File: config.mk
export PLATFORM = sky130hd
export DESIGN_NAME = button_event_gen
export DESIGN_NICKNAME = d
export VERILOG_FILES = /design/src/rtl/pong_pkg.sv /design/src/rtl/button_event_gen.sv
export SDC_FILE = /design/constraint.sdc
export NUM_CORES = 1
export LEC_CHECK = 0
export BUFFER_PORTS_ARGS = -buffer_cell sky130_fd_sc_hd__buf_2
export CAP_MARGIN = 20
export CORE_ASPECT_RATIO = 1.1
export CORE_MARGIN = 2
export CORE_UTILIZATION = 37
export CTS_CLUSTER_DIAMETER = 120
export DETAILED_ROUTE_END_ITERATION = 6
export GPL_ROUTABILITY_DRIVEN = 0
export HOLD_SLACK_MARGIN = 0.03
export MAX_ROUTING_LAYER = met4
export PLACE_DENSITY_LB_ADDON = 0.15
export SKIP_LAST_GASP = 1
export SLEW_MARGIN = 0
export SYNTH_ARGS = -nofsm -noshare
export SYNTH_HDL_FRONTEND = slang
export SYNTH_SLANG_ARGS = --single-unit
File: constraint.sdc
create_clock -name i_Clk -period 2.4 [get_ports i_Clk]
set_clock_uncertainty 0.2 [all_clocks]
set_input_delay 0.24 -clock i_Clk [delete_from_list [all_inputs] [get_ports i_Clk]]
set_output_delay 0.24 -clock i_Clk [all_outputs]
set_load 0.02 [all_outputs]
File: src/rtl/pong_pkg.sv
// Shared definitions for the Pong button path.
// Holds the button_event_gen state encoding, the 25 MHz default tick counts
// and a small helper for sizing counters from parameters.
package pong_pkg;

    // Event generator states (2-bit encoding)
    typedef enum logic [1:0] {
        ST_IDLE      = 2'd0,
        ST_HOLD      = 2'd1,
        ST_REPEAT    = 2'd2,
        ST_LONG_DONE = 2'd3
    } btn_state_t;

    // Default timing at 25 MHz: 1 s long-press, 200 ms auto-repeat
    localparam int unsigned LONG_TICKS_DEFAULT   = 32'd25_000_000;
    localparam int unsigned REPEAT_TICKS_DEFAULT = 32'd5_000_000;

    // Larger of two tick counts, used to size shared counters
    function automatic int unsigned max_u(input int unsigned a, input int unsigned b);
        return (a > b) ? a : b;
    endfunction

endpackage

File: src/rtl/button_event_gen.sv
// button_event_gen: turns a debounced button level into one-cycle event strobes.
//
// Ports:
//   i_Clk      system clock
//   i_Rst      asynchronous active-high reset
//   i_Switch   debounced button level, 1 = pressed, synchronous to i_Clk
//   o_Press    one-cycle strobe on press
//   o_Release  one-cycle strobe on release
//   o_Long     one-cycle strobe when the hold reaches LONG_TICKS
//   o_Repeat   one-cycle strobe every REPEAT_TICKS after o_Long (REPEAT_EN=1)
//   o_Held     level, high from the o_Press cycle until o_Release
//
// All outputs are registered; an edge sampled at clock N shows up in cycle N+1.
module button_event_gen
    import pong_pkg::*;
#(
    parameter int unsigned LONG_TICKS   = LONG_TICKS_DEFAULT,
    parameter int unsigned REPEAT_TICKS = REPEAT_TICKS_DEFAULT,
    parameter bit          REPEAT_EN    = 1'b1
) (
    input  logic i_Clk,
    input  logic i_Rst,
    input  logic i_Switch,
    output logic o_Press,
    output logic o_Release,
    output logic o_Long,
    output logic o_Repeat,
    output logic o_Held
);

    localparam int unsigned MAX_TICKS = max_u(LONG_TICKS, REPEAT_TICKS);
    localparam int unsigned CNT_W     = $clog2(MAX_TICKS + 1);

    localparam logic [CNT_W-1:0] CNT_MAX     = '1;
    localparam logic [CNT_W-1:0] LONG_LAST   = CNT_W'(LONG_TICKS - 1);
    localparam logic [CNT_W-1:0] REPEAT_LAST = CNT_W'(REPEAT_TICKS - 1);

    btn_state_t       r_State;
    btn_state_t       w_State_Nxt;
    logic [CNT_W-1:0] r_Count;
    logic [CNT_W-1:0] w_Count_Nxt;
    logic [CNT_W-1:0] w_Count_Inc;
    logic             r_Prev;
    logic             w_Rise;
    logic             w_Fall;

    logic r_Press,   w_Press;
    logic r_Release, w_Release;
    logic r_Long,    w_Long;
    logic r_Repeat,  w_Repeat;
    logic r_Held,    w_Held;

    // Edge detection against the previous sample
    assign w_Rise = i_Switch & ~r_Prev;
    assign w_Fall = ~i_Switch & r_Prev;

    // Saturating increment so a stuck counter can never wrap into a false match
    assign w_Count_Inc = (r_Count == CNT_MAX) ? r_Count : r_Count + CNT_W'(1);

    // State, counter, edge history and output registers
    always_ff @(posedge i_Clk or posedge i_Rst) begin
        if (i_Rst) begin
            r_State   <= ST_IDLE;
            r_Count   <= '0;
            r_Prev    <= 1'b0;
            r_Press   <= 1'b0;
            r_Release <= 1'b0;
            r_Long    <= 1'b0;
            r_Repeat  <= 1'b0;
            r_Held    <= 1'b0;
        end else begin
            r_State   <= w_State_Nxt;
            r_Count   <= w_Count_Nxt;
            r_Prev    <= i_Switch;
            r_Press   <= w_Press;
            r_Release <= w_Release;
            r_Long    <= w_Long;
            r_Repeat  <= w_Repeat;
            r_Held    <= w_Held;
        end
    end

    // Next-state and next-output decode; release takes priority over terminal counts
    always_comb begin
        w_State_Nxt = r_State;
        w_Count_Nxt = r_Count;
        w_Press     = 1'b0;
        w_Release   = 1'b0;
        w_Long      = 1'b0;
        w_Repeat    = 1'b0;

        case (r_State)
            ST_IDLE: begin
                w_Count_Nxt = '0;
                if (w_Rise) begin
                    w_Press     = 1'b1;
                    w_State_Nxt = ST_HOLD;
                end
            end

            ST_HOLD: begin
                if (w_Fall) begin
                    w_Release   = 1'b1;
                    w_Count_Nxt = '0;
                    w_State_Nxt = ST_IDLE;
                end else if (r_Count == LONG_LAST) begin
                    w_Long      = 1'b1;
                    w_Count_Nxt = '0;
                    w_State_Nxt = REPEAT_EN ? ST_REPEAT : ST_LONG_DONE;
                end else begin
                    w_Count_Nxt = w_Count_Inc;
                end
            end

            ST_REPEAT: begin
                if (w_Fall) begin
                    w_Release   = 1'b1;
                    w_Count_Nxt = '0;
                    w_State_Nxt = ST_IDLE;
                end else if (r_Count == REPEAT_LAST) begin
                    w_Repeat    = REPEAT_EN;
                    w_Count_Nxt = '0;
                end else begin
                    w_Count_Nxt = w_Count_Inc;
                end
            end

            ST_LONG_DONE: begin
                w_Count_Nxt = '0;
                if (w_Fall) begin
                    w_Release   = 1'b1;
                    w_State_Nxt = ST_IDLE;
                end
            end

            default: begin
                w_Count_Nxt = '0;
                w_State_Nxt = ST_IDLE;
            end
        endcase

        // Held tracks the state being entered, so it drops with o_Release
        w_Held = (w_State_Nxt != ST_IDLE);
    end

    assign o_Press   = r_Press;
    assign o_Release = r_Release;
    assign o_Long    = r_Long;
    assign o_Repeat  = r_Repeat;
    assign o_Held    = r_Held;

endmodule

==> results of run 1 <==
==> state kept, by name, summed over array words and instances, names as in the netlist <==
name	flops
o_Release	1
o_Press	1
o_Held	1
o_Long	1
r_State	2
o_Repeat	1
r_Count	25
r_Prev	1
==> per-layer routing <==
layer	share of wire, %	vias up
met5	0	-
met4	0.71	0
met3	4.0	4
met2	49	38
met1	46	740
li1	-	744
==> critical path: cells and delay by family (launching register included) <==
kind                     cells  cell delay [ps]
buffers and inverters        1              190
AO/OA/AOI/OAI                1              170
adder cells (fa/ha/maj)      1              240
AND/OR/NAND/NOR              4              950
flip-flops                   1              420
==> power groups by stage <==
stage,logic (uW),registers [uW],clock network (uW)
CTS,70.1,576,643
global route,77.2,578,673
finish,67.4,576,626
floorplan,49.7,587,0
detailed placement,67.6,587,0
global placement,67.1,587,0
==> final cells by class <==
class                           count  area (um2)
Fill cell                         459        2600
Multi-Input combinational cell    143         907
Sequential cell                    33         826
Timing Repair Buffer               17         128
Tap cell                           56        70.1
Clock buffer                        5        68.8
Clock inverter                      3        65.1
Inverter                            5        18.8
==> stage by stage <==
stage	total power (uW)	cell area, um2	std cells	hold slack (ps)
floorplan	637	1810	188	71.4
global route	1330	2080	262	327
finish	1270	2080	262	293
global placement	654	1930	252	154
CTS	1290	2080	262	307
detailed placement	655	1930	252	161
==> cell families (layout without fill, tap and decap cells) <==
group,after synthesis,count (layout),share of synthesized area (%)
fa+ha+maj,1,1,0.690
compound gates,41,41,14.3
buf+inv,12,30,4.48
simple gates,92,92,30.6
mux,1,1,0.552
xor+xnor,8,8,3.86
flops,33,33,45.5
==> timing repair <==
action,4_1_cts,5_1_grt
resized for setup,0,0
hold buffers,2,0
setup buffers,0,0
endpoints found under the hold margin,34,0
==> cells in the final DEF (no fill, tap or decap), drive strengths merged, types with 2 or more instances in the layout <==
master and count:
o21ai 10, o31ai 8, clkbuf 5, o41ai 3, dfrtp 33, buf 15, or4 5, dlygate4sd3 2
and4 4, xnor2 4, xor2 4, nand4 10, inv 5, or4b 3, nand3 9, nor4 5
and3 4, nor3b 2, bufinv 2, a41oi 2, a21oi 16, nand2 15, nor3 6, or3 7
nor2 18
==> how the worst max path moves through the flow <==
stage | from | endpoint | slack, ps | cells past startpoint
6_report | r_Count[0] | r_Count[13] | 160 | 7
5_1_grt | r_Count[0] | r_Count[13] | 60 | 7
4_1_cts | r_Count[0] | r_Count[13] | 170 | 7
3_5_place_dp | r_Count[0] | r_Count[21] | 190 | 7
3_3_place_gp | r_Count[15] | r_Count[13] | 230 | 6
2_1_floorplan | r_Count[15] | r_Count[19] | 270 | 6
==> out/results.ini, run 1 <==
[pwr]
ir_drop_uv=227
power_frac_seq_pct=45.4
power.internal_uw=1000
power_density_nw_per_um2=610
comb_power_share_pct=5.3
leakagePower_uw=0.000799
clkPwrFrac_pct=49.3
swShare_pct=21.0
switchingPower_uw=267

[floorplan]
die_h_um=77.4
initial_core_util_pct=38.7
num_rows=26
die_w_um=70.8
ioPinCount=8
core_um2=4680
die-area_um2=5480

[placed_design]
dp_hpwl_mm=2.84
portBuffers=7
dp_slack_ps=190

[run]
drv_cap=0

[cells_and_area]
syn_to_final_growth_pct=14.8
post-route-util_pct=44.5
finalNetCount=209
drive_gt1_share_pct=16.5
n_antenna_cell=0

[sta]
slew_violations=0
setup_violations=0
hold_violations=0
finalSetupTns_ps=0
fin_crit_ps=2240
fin_crit_sh_pct=93.5
fmax_ghz=0.446
worst_slack_ps=156
worst_slew_pin_slew_ps=483
grt_setup_unrepaired=no
max-slew-margin-rel_pct=67.5

[logic_synthesis]
yosys_warnings=0
synth.avg_cell_area_um2=9.65
syn-num-nets=192
syn-cell-area_um2=1810
synth_ff_type=dfrtp_1
synth.largest_area_cell=dfrtp_1
synthCells=188
synth-seq-area-share_pct=45.5
post-synth-top-count-cell=dfrtp_1
synth_edf_count=0
ys_ff_latch=33
yosysTopAreaCellShare_pct=45.5
postSynth.asyncResetShare_pct=100
synth_commonest_cells=33 x dfrtp_1, 18 x nor2_1, 16 x a21oi_1
yosys.cell_types.count=41
synthTopCellsByArea=dfrtp_1 46%, a21oi_1 4.4%, nor2_1 3.7%, nand2_1 3.1%, o31ai_1 2.9%

[drt]
drt_wl_total_mm=4.08
first_iter_violations=64
first_pass_iters=4
wl_per_cell_um=15.6
drc=0
drtAntennaViolNets=0
vias=1526
viasPerCell=5.82

[cts]
root_buffer=clkbuf_8
cts.clk_slew.worst_paths_ps=70
h-tree-depth=2
cts_buffers=5
cts.sinks=33
cts_tree=yes
clock_path_buffers=2
clkLatencyLatePin_ps=280

[min_path]
hold_class=reg2reg
hold_start=r_Prev
min_to=o_Press
min_path_cells=1

[grt]
grt-ovfl-total=0
track_usage_pct=16.3
busiest_layer=met2
use_met1_pct=20.2
grt_start_max_net_pins=34
grt_pass1_wl_mm=7.00
antenna_found_initial=0
use_met3_pct=3.12
grt_pass1_vias=1546
met2_usage_pct=26.5

[setup_path]
worstPathMaxFanout=16
cp-start-kind=flop
path_class=reg2reg
slowest_stage=or4_1
arrival_ps=2250
cpPeakStageDelay_ps=510
reg2reg_slack_ps=160
rr_endpoint=r_Count[13]
crit_chain=ha_1 > and3_1 > nand4_2 > nor3_2 > buf_4 > or4_1 > a21oi_1
endpoint_kind=flop
worstPathRequired_ps=2410
r2r_cells=7
r2r-start=r_Count[0]

[status]
outcome=complete, no violations

Note: power is estimated with default switching activity, not from simulation.
==> run 2, diff against run 1 <==
--- a/config.mk
+++ b/config.mk
@@ -7,6 +7,8 @@
 export LEC_CHECK = 0
 export BUFFER_PORTS_ARGS = -buffer_cell sky130_fd_sc_hd__buf_2
 export CAP_MARGIN = 20
+export CELL_PAD_IN_SITES_DETAIL_PLACEMENT = 2
+export CELL_PAD_IN_SITES_GLOBAL_PLACEMENT = 2
 export CORE_ASPECT_RATIO = 1.1
 export CORE_MARGIN = 2
 export CORE_UTILIZATION = 37
==> run 2 against run 1 <==
- global-route usage increased by 5.1 points
- core utilization decreased by 1.1 points
- critical endpoint is now r_Count[14]
- critical path type unchanged
- routed wire length increased by 31%
- clock power decreased by 38%
- die area unchanged
- via count increased by 5.1%
- first-iteration DRC count increased by 17%
- cell count decreased by 0.38%
- worst hold slack improved by 24 ps
- combinational power increased by 2%
- fmax decreased by 2.5%
- largest power group is now registers
- cell area decreased by 2.5%
==> out/results.ini, run 2 (synthesis gave the netlist of run 1 again) <==
[status]
outcome=complete, no violations

[sta]
worst_slew_pin_slew_ps=479
fin_crit_ps=2300
fin_crit_sh_pct=95.9
fmax_ghz=0.435
slew_violations=0
finalSetupTns_ps=0
holdWs_ps=317
hold_violations=0
setup_violations=0
max-slew-margin-rel_pct=67.9

[floorplan]
die_w_um=70.8
initial_core_util_pct=38.7
die_h_um=77.4
ioPinCount=8
die-area_um2=5480
core_um2=4680
num_rows=26

[grt]
grt-ovfl-total=0
grt_pass1_wl_mm=8.97
grt_pass1_vias=1725
track_usage_pct=21.4
grt_start_max_net_pins=34
antenna_found_initial=0

[cells_and_area]
layout_common_cells=33 x dfrtp_1, 18 x nor2_1, 16 x a21oi_1, 15 x nand2_1
n_fill_cell=521
finalNetCount=210
drive_gt1_share_pct=16.6
top_register=r_Count
syn_to_final_growth_pct=12.0
final_common_cell=dfrtp_1
largest_reg_flops=25
top_regs=r_Count x25, r_State x2
n_antenna_cell=0

[cts]
clkLatencyLatePin_ps=290
clock_path_buffers=2
cts_buffers=5
cts.clk_slew.worst_paths_ps=70
root_buffer=clkbuf_8
cts.sinks=33
cts_tree=yes
h-tree-depth=2

[min_path]
min_path_cells=1
hold_class=reg2reg
min_to=o_Press
hold_start=r_Prev

[setup_path]
crit_chain=and4_1 > nand4_2 > o31ai_1 > buf_4 > o31ai_1 > a21oi_1
r2r_cells=6
path_class=reg2reg
timing.critical_path.from=r_Count[21]
rr_endpoint=r_Count[14]
arrival_ps=2300
cpPeakStageDelay_ps=430
r2r-start=r_Count[21]
worstPathMaxFanout=11
crit_family=compound AO/OA/AOI/OAI gates
slowest_stage=o31ai_1
endpoint_kind=flop
crit_top_cell=o31ai_1
reg2reg_slack_ps=100
cp-start-kind=flop
path_buf_inv=1
worstPathRequired_ps=2400

[drt]
first_iter_violations=75
viasPerCell=6.15
drt_wl_total_mm=5.34
vias=1604
wl_per_cell_um=20.5
drc=0
first_pass_iters=4
drtAntennaViolNets=0

[placed_design]
dp_hpwl_mm=3.77
portBuffers=7

[pwr]
leakagePower_uw=0.000780
ir_drop_uv=229
power_density_nw_per_um2=509

[run]
drv_cap=0

run 2: cell types whose count changed in the layout (fill, tap and decap cells not counted):
cell       change
nand4_4        +1
bufinv_16      -2
nand3_1        -1
nand4_2        -1
buf_12         -1
nand3_2        +1
buf_4          +2
run 2: worst max-delay path by stage:
stage | slack [ps] | endpoint | depth (start not counted)
after floorplan | 270 | r_Count[19] | 6
after global placement | 180 | r_Count[11] | 7
after detailed placement | 120 | r_Count[14] | 7
after CTS | 100 | r_Count[23] | 7
after global routing | -80 | r_Count[14] | 6
final | 100 | r_Count[14] | 6
run 2: metal layers:
layer | vias up | GRT usage [%] | share of wire, %
li1 | 743 | - | -
met2 | 16 | 35.8 | 51
met5 | - | - | 0
met1 | 839 | 26.7 | 46
met4 | 0 | 5.66 | 1.2
met3 | 6 | 3.90 | 1.8
run 2: final cells by class:
class,instances,area [um2],area share (%)
well taps,56,70.1,3.45
clock inverters,1,5.00,0.246
inverters,5,18.8,0.924
multi-input cells,143,921,45.3
flip-flops and latches,33,826,40.6
repair buffers,18,123,6.03
clock buffers,5,68.8,3.39
run 2: where the power goes:
group	internal (uW)	switching, uW	total [uW]
registers	566	12.0	578
clock network	191	197	387
logic	22.9	45.6	68.5
total	779	254	1030
run 2: what timing repair did:
action | CTS | global route
gates resized for setup | 0 | 2
setup endpoints to repair | 0 | 3
endpoints found under the hold margin | 34 | 0
setup buffers | 0 | 0
hold buffers | 2 | 0
run 2: through the flow:
stage	total power [uW]	setup slack (ps)	util, %	std cells	area, um2
after global placement	649	185	41.1	253	1920
after detailed placement	656	117	41.1	253	1920
final	1030	98.7	43.4	261	2030
after global routing	1080	-83.9	43.4	261	2030
after floorplan	637	269	-	188	1810
after CTS	1050	103	43.1	261	2020
==> run 3, diff against run 2 <==
--- a/config.mk
+++ b/config.mk
@@ -5,7 +5,7 @@
 export SDC_FILE = /design/constraint.sdc
 export NUM_CORES = 1
 export LEC_CHECK = 0
-export BUFFER_PORTS_ARGS = -buffer_cell sky130_fd_sc_hd__buf_2
+export BUFFER_PORTS_ARGS = -buffer_cell sky130_fd_sc_hd__buf_4
 export CAP_MARGIN = 20
 export CELL_PAD_IN_SITES_DETAIL_PLACEMENT = 2
 export CELL_PAD_IN_SITES_GLOBAL_PLACEMENT = 2
==> run 3 against run 2 <==
- the run now ends with negative setup slack left
- first-iteration DRC count decreased by 40%
- largest power group unchanged
- critical path type unchanged
- sequential share of layout area decreased by 2.4 points
- fmax decreased by 4.3%
- critical path depth unchanged
- total power increased by 17%
- cell area increased by 6.4%
- flip-flop and latch count unchanged
==> out/results.ini, run 3 (synthesis gave the netlist of run 1 again) <==
[cells_and_area]
finalNetCount=217
regArea_um2=827
layout_common_cells=32 x dfrtp_1, 21 x buf_4, 18 x nor2_1, 16 x a21oi_1, 15 x nand2_1
fin_cells=270
n_fill_cell=507
largest_reg_flops=25
top_regs=r_Count x25, r_State x2
top_register=r_Count
post-route-util_pct=46.2
syn_to_final_growth_pct=19.2
n_antenna_cell=0
drive_gt1_share_pct=20.6
design_area_um2=2160
multiInputGateArea_um2=921
final_common_cell=dfrtp_1

[cts]
h-tree-depth=2
cts_tree=yes
cts.sinks=33
cts.clk_slew.worst_paths_ps=70
clock_path_buffers=2
root_buffer=clkbuf_8
cts_buffers=5
clkLatencyLatePin_ps=300

[sta]
grt_setup_unrepaired=yes
fin_crit_sh_pct=100
worst_slack_ps=-3.99
finalSetupTns_ps=-3.99
hold_violations=0
max-slew-margin-rel_pct=62.6
fin_crit_ps=2400
slew_violations=0
fmax_ghz=0.416
worst_slew_pin_slew_ps=556
setup_violations=1

[drt]
drc=0
viasPerCell=6.07
first_iter_violations=45
vias=1640
drtAntennaViolNets=0
wl_per_cell_um=21.4
drt_wl_total_mm=5.78
first_pass_iters=4

[setup_path]
cpPeakStageDelay_ps=550
worstPathRequired_ps=2350
rr_endpoint=r_Count[23]
crit_chain=or4_4 > nor4_4 > a311oi_1 > o21ai_2 > buf_6 > a21oi_1
endpoint_kind=flop
slowest_stage=or4_4
arrival_ps=2360
path_class=reg2reg
worstPathMaxFanout=14
r2r-start=r_Count[15]
path_buf_inv=1
r2r_cells=6
reg2reg_slack_ps=-4
crit_family=simple AND/OR/NAND/NOR gates
cp-start-kind=flop
timing.critical_path.from=r_Count[15]

[placed_design]
dp_hpwl_mm=4.02
dp_slack_ps=81.3
post-place-cells=257
portBuffers=7
dpl_cell_area_um2=1980

[pwr]
power_density_nw_per_um2=561
leakagePower_uw=0.000832
ir_drop_uv=211

[floorplan]
initial_core_util_pct=38.7
ioPinCount=8
die-area_um2=5480
core_um2=4680
num_rows=26
die_h_um=77.4
die_w_um=70.8

[min_path]
min_path_cells=1
min_to=o_Press
hold_start=r_Prev
hold_class=reg2reg

[grt]
grt_pass1_vias=1870
grt_pass1_wl_mm=9.40
track_usage_pct=22.9
grt_start_max_net_pins=21
grt-ovfl-total=0
antenna_found_initial=0

[run]
drv_cap=0

[status]
outcome=finished, violations left
violations=negative setup slack

## run 3: area by class of cell
| type | instances | share of cell area [%] |
|---|---|---|
| clock inverter | 1 | 1.39 |
| inverter | 5 | 0.868 |
| timing repair buffer | 25 | 9.66 |
| clock buffer | 7 | 3.99 |
| tap | 56 | 3.24 |
| sequential | 33 | 38.3 |
| multi-input combinational | 143 | 42.6 |
## run 3: worst max path at each step
stage,to,slack (ps),cells past startpoint
after floorplan,r_Count[19],270,6
after global placement,r_Count[11],220,7
after detailed placement,r_Count[21],80,7
after CTS,r_Count[23],40,7
after global routing,r_State[1],-110,6
final,r_Count[23],-4,6
## run 3: routing by layer
layer	track usage (%)	vias to the layer above	routed length [um]
li1	-	764	-
met1	25.2	841	2410
met2	40.7	23	3110
met3	4.55	12	151
met4	8.11	0	107
met5	-	-	0
## run 3: power by group
group | switching [uW] | leakage [uW] | internal, uW
clock | 220 | 0.0000585 | 339
sequential | 12.4 | 0.000451 | 566
combinational | 48.5 | 0.000322 | 28.0
## run 3: repair_timing
item | in CTS | in global routing
buffers inserted | 0 | 3
setup endpoints to repair | 0 | 25
endpoints found under the hold margin | 14 | 0
hold buffers | 2 | 0
resized for setup | 0 | 4
## run 3: through the flow
stage          power, uW  hold WS, ps
2_1_floorplan        637         71.4
3_3_place_gp         653         98.0
3_5_place_dp         661          125
4_1_cts             1220          305
5_1_grt             1260          356
6_report            1210          319
